`config.mk`:
```
export PLATFORM = sky130hd
export DESIGN_NAME = mem_port_arbiter
export DESIGN_NICKNAME = d
export VERILOG_FILES = /design/src/rtl/mem_port_arbiter.sv
export SDC_FILE = /design/constraint.sdc
export NUM_CORES = 1
export LEC_CHECK = 0
export ABC_AREA = 1
export BUFFER_PORTS_ARGS = -buffer_cell sky130_fd_sc_hd__buf_2
export CAP_MARGIN = 20
export CORE_MARGIN = 8
export CORE_UTILIZATION = 40
export CTS_BUF_LIST = sky130_fd_sc_hd__clkbuf_16
export DETAILED_ROUTE_END_ITERATION = 16
export GPL_ROUTABILITY_DRIVEN = 0
export PLACE_DENSITY = 0.8
export SKIP_CTS_REPAIR_TIMING = 1
export SKIP_LAST_GASP = 1
export SYNTH_ARGS = -nofsm -noshare
export SYNTH_HDL_FRONTEND = slang
export SYNTH_SLANG_ARGS = --single-unit
```
`constraint.sdc`:
```
create_clock -name clk_i -period 1.5 [get_ports clk_i]
set_input_delay 0.15 -clock clk_i [delete_from_list [all_inputs] [get_ports clk_i]]
set_output_delay 0.15 -clock clk_i [all_outputs]
set_load 0.02 [all_outputs]
```
`src/rtl/mem_port_arbiter.sv`:
```
// Shares one single-port memory between the fetch and data requesters.
// Data wins by default, but never more than MAX_STREAK grants in a row while fetch waits.
// Optional build macro ARB_STATS_EN adds grant and wait-cycle counters.
module mem_port_arbiter #(
   parameter int AW          = 32,
   parameter int DW          = 32,
   parameter int MEM_LATENCY = 1,
   parameter int MAX_STREAK  = 2
) (
   input  logic          clk_i,
   input  logic          reset_i,
   input  logic          if_req_i,
   input  logic [AW-1:0] if_addr_i,
   output logic          if_ack_o,
   output logic [DW-1:0] if_rdata_o,
   input  logic          d_req_i,
   input  logic          d_we_i,
   input  logic [AW-1:0] d_addr_i,
   input  logic [DW-1:0] d_wdata_i,
   output logic          d_ack_o,
   output logic [DW-1:0] d_rdata_o,
   output logic          mem_en_o,
   output logic          mem_we_o,
   output logic [AW-1:0] mem_addr_o,
   output logic [DW-1:0] mem_wdata_o,
   input  logic [DW-1:0] mem_rdata_i,
   output logic          stall_o
`ifdef ARB_STATS_EN
   ,
   output logic [31:0]   stat_if_grants_o,
   output logic [31:0]   stat_d_grants_o,
   output logic [31:0]   stat_wait_cycles_o
`endif
);

   localparam int CW = (MEM_LATENCY > 1) ? $clog2(MEM_LATENCY) : 1;
   localparam int SW = $clog2(MAX_STREAK + 1);

   typedef enum logic [1:0] {IDLE, ISSUE, WAIT, RESP} state_t;

   state_t        state_q;
   logic          owner_q;           // 1 = data requester owns the port
   logic          we_q;
   logic [CW-1:0] wait_cnt_q;
   logic [SW-1:0] streak_q, streak_d;
   logic          if_ack_q, d_ack_q;
   logic          mem_en_q, mem_we_q;
   logic [AW-1:0] mem_addr_q;
   logic [DW-1:0] mem_wdata_q;
   logic [DW-1:0] if_rdata_q, d_rdata_q;
   logic          any_req;
   logic          grant_data;

   always_comb begin
      any_req    = if_req_i | d_req_i;
      grant_data = d_req_i && !(if_req_i && (streak_q == SW'(MAX_STREAK)));
      streak_d   = '0;
      if (grant_data && if_req_i)
         streak_d = (streak_q == SW'(MAX_STREAK)) ? streak_q : streak_q + 1'b1;
   end

   always_ff @(posedge clk_i) begin
      if (reset_i) begin
         state_q     <= IDLE;
         owner_q     <= 1'b0;
         we_q        <= 1'b0;
         wait_cnt_q  <= '0;
         streak_q    <= '0;
         if_ack_q    <= 1'b0;
         d_ack_q     <= 1'b0;
         mem_en_q    <= 1'b0;
         mem_we_q    <= 1'b0;
         mem_addr_q  <= '0;
         mem_wdata_q <= '0;
         if_rdata_q  <= '0;
         d_rdata_q   <= '0;
      end else begin
         case (state_q)
            IDLE: begin
               if (any_req) begin
                  owner_q    <= grant_data;
                  we_q       <= grant_data & d_we_i;
                  streak_q   <= streak_d;
                  mem_en_q   <= 1'b1;
                  mem_we_q   <= grant_data & d_we_i;
                  mem_addr_q <= grant_data ? d_addr_i : if_addr_i;
                  if (grant_data)
                     mem_wdata_q <= d_wdata_i;
                  state_q    <= ISSUE;
               end
            end
            ISSUE: begin
               mem_en_q   <= 1'b0;
               mem_we_q   <= 1'b0;
               wait_cnt_q <= '0;
               if (we_q) begin
                  d_ack_q <= 1'b1;
                  state_q <= RESP;
               end else begin
                  state_q <= WAIT;
               end
            end
            WAIT: begin
               // mem_rdata is valid only in the last WAIT cycle
               if (wait_cnt_q == CW'(MEM_LATENCY - 1)) begin
                  if (owner_q) begin
                     d_rdata_q <= mem_rdata_i;
                     d_ack_q   <= 1'b1;
                  end else begin
                     if_rdata_q <= mem_rdata_i;
                     if_ack_q   <= 1'b1;
                  end
                  state_q <= RESP;
               end else begin
                  wait_cnt_q <= wait_cnt_q + 1'b1;
               end
            end
            RESP: begin
               if_ack_q <= 1'b0;
               d_ack_q  <= 1'b0;
               state_q  <= IDLE;
            end
            default: state_q <= IDLE;
         endcase
      end
   end

   assign if_ack_o    = if_ack_q;
   assign d_ack_o     = d_ack_q;
   assign if_rdata_o  = if_rdata_q;
   assign d_rdata_o   = d_rdata_q;
   assign mem_en_o    = mem_en_q;
   assign mem_we_o    = mem_we_q;
   assign mem_addr_o  = mem_addr_q;
   assign mem_wdata_o = mem_wdata_q;
   assign stall_o     = (if_req_i & ~if_ack_q) | (d_req_i & ~d_ack_q);

`ifdef ARB_STATS_EN
   logic [31:0] stat_if_q, stat_d_q, stat_wait_q;
   logic        waiting;

   // A requester waits when it is not the owner, or anyone is pending in IDLE
   always_comb begin
      waiting = 1'b0;
      if (state_q == IDLE)
         waiting = any_req;
      else
         waiting = (if_req_i & owner_q) | (d_req_i & ~owner_q);
   end

   always_ff @(posedge clk_i) begin
      if (reset_i) begin
         stat_if_q   <= '0;
         stat_d_q    <= '0;
         stat_wait_q <= '0;
      end else begin
         if (state_q == IDLE && any_req) begin
            if (grant_data) stat_d_q  <= stat_d_q + 32'd1;
            else            stat_if_q <= stat_if_q + 32'd1;
         end
         if (waiting)
            stat_wait_q <= stat_wait_q + 32'd1;
      end
   end

   assign stat_if_grants_o   = stat_if_q;
   assign stat_d_grants_o    = stat_d_q;
   assign stat_wait_cycles_o = stat_wait_q;
`endif

endmodule
```
Yosys cells after proc, flatten, opt, wreduce, memory -nomap -nowiden:

Index checks and enable logic that the tools add are counted.

* input bits: 133
* bits in registers: 139

* bitwise logic cells: 9
* add/sub/neg operators: 2
* equal/unequal tests: 10
* reduce and logical (&&, ||, !) cells: 18
* multiplexer cells: 20

Operators by type and width (count)
* $mux 32: 1
* $reduce_and 3->1: 5
* $ne 2x2->1 const B: 6
* $mux 1: 9
* $mux 2: 4
* $pmux 1 s2: 4
* $pmux 2 s4: 1
* $eq 2x2->1 const B: 3
* $reduce_and 2->1: 3
* $reduce_bool 2->1: 3
* $not 1->1: 4
* $reduce_and 4->1: 1
* $and 1x1->1: 3
* $logic_and 1x1->1: 3
* $pmux 1 s3: 1
* $reduce_bool 3->1: 1
* $add 2x1->2 const B: 1
* $eq 2x1->1 const B: 1
* $logic_not 2->1: 1
* $or 1x1->1: 2
* $add 1x1->1 const B: 1
* $logic_not 1->1: 1

Longest topological paths before layout:

* word-level depth: 7
* gate-level depth with buffers: 9
* mapped depth without buffers: 8

Least setup slack after synthesis:

Ideal clock, no wire load.

* path kind: register to register
* start point: register state_q[0]
* end point: register mem_addr_q[0], in the netlist mem_addr_o[0]
* period minus slack after synthesis: 1.494 ns
* data required time: 1.383 ns
* library setup time: 0.117 ns
* arrival time: 1.377 ns
* path slack: 0.006 ns
* buffers on the path: 2
* cell stages (with the launch flop): 9
* path through: dfxtp_1 inv_1 ha_1 inv_2 nor2_4 buf_6 buf_4 o21ai_0 nor2_1

* cells in the longest elaborated chain, start to end: 2

Ends and longest elaborated chain
* start: declaration: line 41 `state_t state_q;`
* start signal: assignment: line 64 `state_q <= IDLE;`
* start signal: assignment: line 89 `state_q <= ISSUE;`
* start signal: assignment: line 98 `state_q <= RESP;`
* $logic_not 2->1: line 78 `case (state_q)`
* $reduce_and 2->1 (no source line)
* end signal: assignment: line 86 `mem_addr_q <= grant_data ? d_addr_i : if_addr_i;`
* end: declaration: line 48 `logic [AW-1:0] mem_addr_q;`

No other way between the ends.
A chain may end at the register's enable or synchronous reset.

Worst setup path after layout:

* start point: register state_q[1]
* end point: register mem_addr_q[27], in the netlist mem_addr_o[27]

Same word-level chain as after synthesis.

==> reports/metrics.csv <==
stage;metric;value;unit
flow_run;max cap viols;0;
route;detailed-route via count;6027;
logic_synthesis;Post-Synth XOR/XNOR Area;0;%
floorplanning;# rows;42;
setup_path;Worst Path Max Fanout;10;
logic_synthesis;Synth Area per Inst;7.48;sq um
grt;global-route wire length before repair;25.9;mm
layout;Multi-input gate area;2210;sq um
setup_path;critical path's largest stage delay;0.33;ns
floorplanning;Die Area;17000;sq um
sta;headroom to the max-slew limit;72.2;%
sta;RSZ-0062 raised after global routing;true;
logic_synthesis;Compound-Gate Fraction of Synth Area;16.8;%
logic_synthesis;Mapped Area;5240;sq um
placed_design;placed insts;1115;
route;Final Routed Wirelength;19.7;mm
floorplanning;Core Region;13000;sq um
logic_synthesis;post-synthesis mux area share;0;%
route;Starting DRT DRC Count;293;
sta;WHS;-0.0356;ns
placed_design;dpl ws;-0.00904;ns
clocking;H-tree depth;4;
layout;Layout Utilization;62.5;%
setup_path;cell breakdown of the critical path;inv_1, ha_2, inv_2, nor2_4, buf_12, buf_6, nand2_1, a21oi_1, nor2_1;
logic_synthesis;synth top area cells;dfxtp_1 53%, nor2_1 16%, o21ai_0 13%;
sta;crit share post-route;99.3;%
clocking;CTS tree;done;
run_status;outcome;complete, but fails checks;
setup_path;slowest stage cell on the critical path;dfxtp_2;
setup_path;Setup crit start kind;flop;
sta;final clock skew;0.00722;ns
logic_synthesis;post-synthesis sequential area ratio;52.7;%
layout;share of cells above drive strength 1;31.6;%
sta;final hold violations;2;
floorplanning;die width;130;um
floorplanning;initial core utilization;40.2;%
setup_path;Critical Path AT;1.79;ns
placed_design;post-detail-place hpwl;12.3;mm
route;Avg WL per Cell;16.2;um
worst_hold_path;HP Class;input port to flop;
setup_path;Crit path max-delay family;buffers and inverters;
logic_synthesis;Post-Synthesis Cells;701;
logic_synthesis;Simple-Gate Fraction of Synth Area;23.4;%
clocking;clock root buffer;clkbuf_16;
layout;Final Cell Area;8150;sq um
power_and_ir_drop;peak supply drop;0.00104;V
logic_synthesis;Synth top area share;52.7;%
layout;register area;2760;sq um
logic_synthesis;largest family of logic cells by synthesized area;simple AND/OR/NAND/NOR gates;
floorplanning;I/O pin cnt;266;
grt;initial antenna violation count;1;
placed_design;Post-DP Area;6760;sq um
floorplanning;die span in y;130;um
layout;Fillers;1075;
route;Routed Antenna Nets;0;
clocking;Sink Count;138;
sta;count of final setup violators;0;
logic_synthesis;Synth Net Count;841;
power_and_ir_drop;P per Cell Area;1850;nW/um^2
route;DRC viols;0;
route;via-per-instance ratio;4.94;
setup_path;Worst setup EP type;flop;
setup_path;WP buf/inv;4;
grt;vias in the first global route;5420;
sta;max-slew violation count;0;
setup_path;Crit Path Category;flop to flop;
sta;post-route worst setup slack;0.0110;ns
logic_synthesis;Yosys reg bits;138;
logic_synthesis;Post-Synth Adder-Cell Area;1.67;%
sta;worst slew pin tran;0.417;ns
layout;post-layout net count;1171;
grt;grt ovf;0;
power_and_ir_drop;Leakage;3.99;nW
run_status;failing checks;hold timing;
layout;ANT cells;0;
logic_synthesis;Yosys cell types;21;
clocking;clock-pin slew on the worst setup and hold paths;0.06;ns
sta;fmax;672;MHz
sta;Final min period;1.49;ns
setup_path;required time worst endpoint;1.80;ns
route;First-pass DRT Iterations;4;
logic_synthesis;Syn. warnings;0;
grt;largest net degree at the start of global routing;63;
layout;fin cells;1219;
layout;P&R area growth vs syn;55.5;%
clocking;clock buffers created by TritonCTS;17;
clocking;Worst-Skew Late Latency;0.41;ns
clocking;Bufs on Longest Clock Path;2;
logic_synthesis;cell taking the most area after synthesis;dfxtp_1;
grt;Total Routing Usage GR;19.4;%
placed_design;I/O Buffers;265;
final cells by class:
cell class,count,area share [%]
Sequential cell,138,33.9
Timing Repair Buffer,356,29.0
Multi-Input combinational cell,501,27.2
Clock buffer,17,5.22
Tap cell,176,2.70
Clock inverter,14,1.14
Inverter,17,0.906
flip-flops by register name, indices dropped and copies added (netlist names), 2 cells and up:
register     flops
if_rdata_o      32
mem_wdata_o     32
streak_q         2
mem_addr_o      32
state_q          2
d_rdata_o       32
cells in the final DEF (no fill, tap or decap), drive strengths merged:
| cell | count |
|---|---|
| dlygate4sd3 | 66 |
| clkinv | 9 |
| buf | 286 |
| o21a | 1 |
| dfxtp | 138 |
| bufinv | 1 |
| ha | 7 |
| inv | 20 |
| nor2 | 233 |
| clkbuf | 21 |
| o22ai | 1 |
| o21ai | 133 |
| nand2 | 80 |
| clkinvlp | 1 |
| nand4 | 1 |
| nand3 | 5 |
| a21oi | 40 |
worst paths after layout:
path	to	start	slack [ns]	cells past startpoint
setup / recovery	mem_addr_o[27]	state_q[1]	0.01	9
hold reg to reg	if_rdata_o[14]	if_rdata_o[14]	0.47	2
hold / removal	mem_addr_o[18]	d_addr_i[18]	-0.04	3
setup reg to reg	mem_addr_o[27]	state_q[1]	0.01	9
metrics by stage:
| stage | TNS (ns) | total power [mW] |
|---|---|---|
| after floorplan | 0 | 8.63 |
| after global placement | 0 | 10.4 |
| after detailed placement | -0.00904 | 10.5 |
| after CTS | -0.0778 | 14.3 |
| after global routing | -0.734 | 15.9 |
| final | 0 | 15.1 |
cell usage after synthesis:
master    count
nor2_1      230
buf_2        14
o21ai_0     131
nor2_2        1
nand2_2       1
nor2_4        2
buf_1         3
inv_1        14
nand4_1       1
a21oi_1      40
o21a_1        1
nand3_1       5
clkbuf_1     22
ha_1          7
buf_6         3
inv_2         3
o22ai_1       1
o21ai_1       2
nand2_1      79
dfxtp_1     138
buf_4         3
kinds of logic after synthesis:
logic type               Yosys count
flip-flops                       138
buffers and inverters             62
AO/OA/AOI/OAI                    175
AND/OR/NAND/NOR                  319
adder cells (fa/ha/maj)            7
worst register-to-register path, delay by kind of cell, from the launching register on:
family | cells | cell delay (ns)
flip-flops | 1 | 0.33
AO/OA/AOI/OAI | 1 | 0.18
AND/OR/NAND/NOR | 3 | 0.24
buffers and inverters | 4 | 0.43
adder cells (fa/ha/maj) | 1 | 0.20
routing by layer:
| layer | part of all wire, % | track usage (%) |
|---|---|---|
| met1 | 38 | 20.1 |
| met2 | 49 | 33.0 |
| met3 | 10 | 9.70 |
| met4 | 2.7 | 7.70 |
| met5 | 0.066 | 0 |
power breakdown:
group,internal (mW),switching (mW)
registers,4.66,0.514
logic,2.36,3.82
clock network,2.21,1.50
total,9.24,5.84
Note: power is estimated with default switching activity, not from simulation.
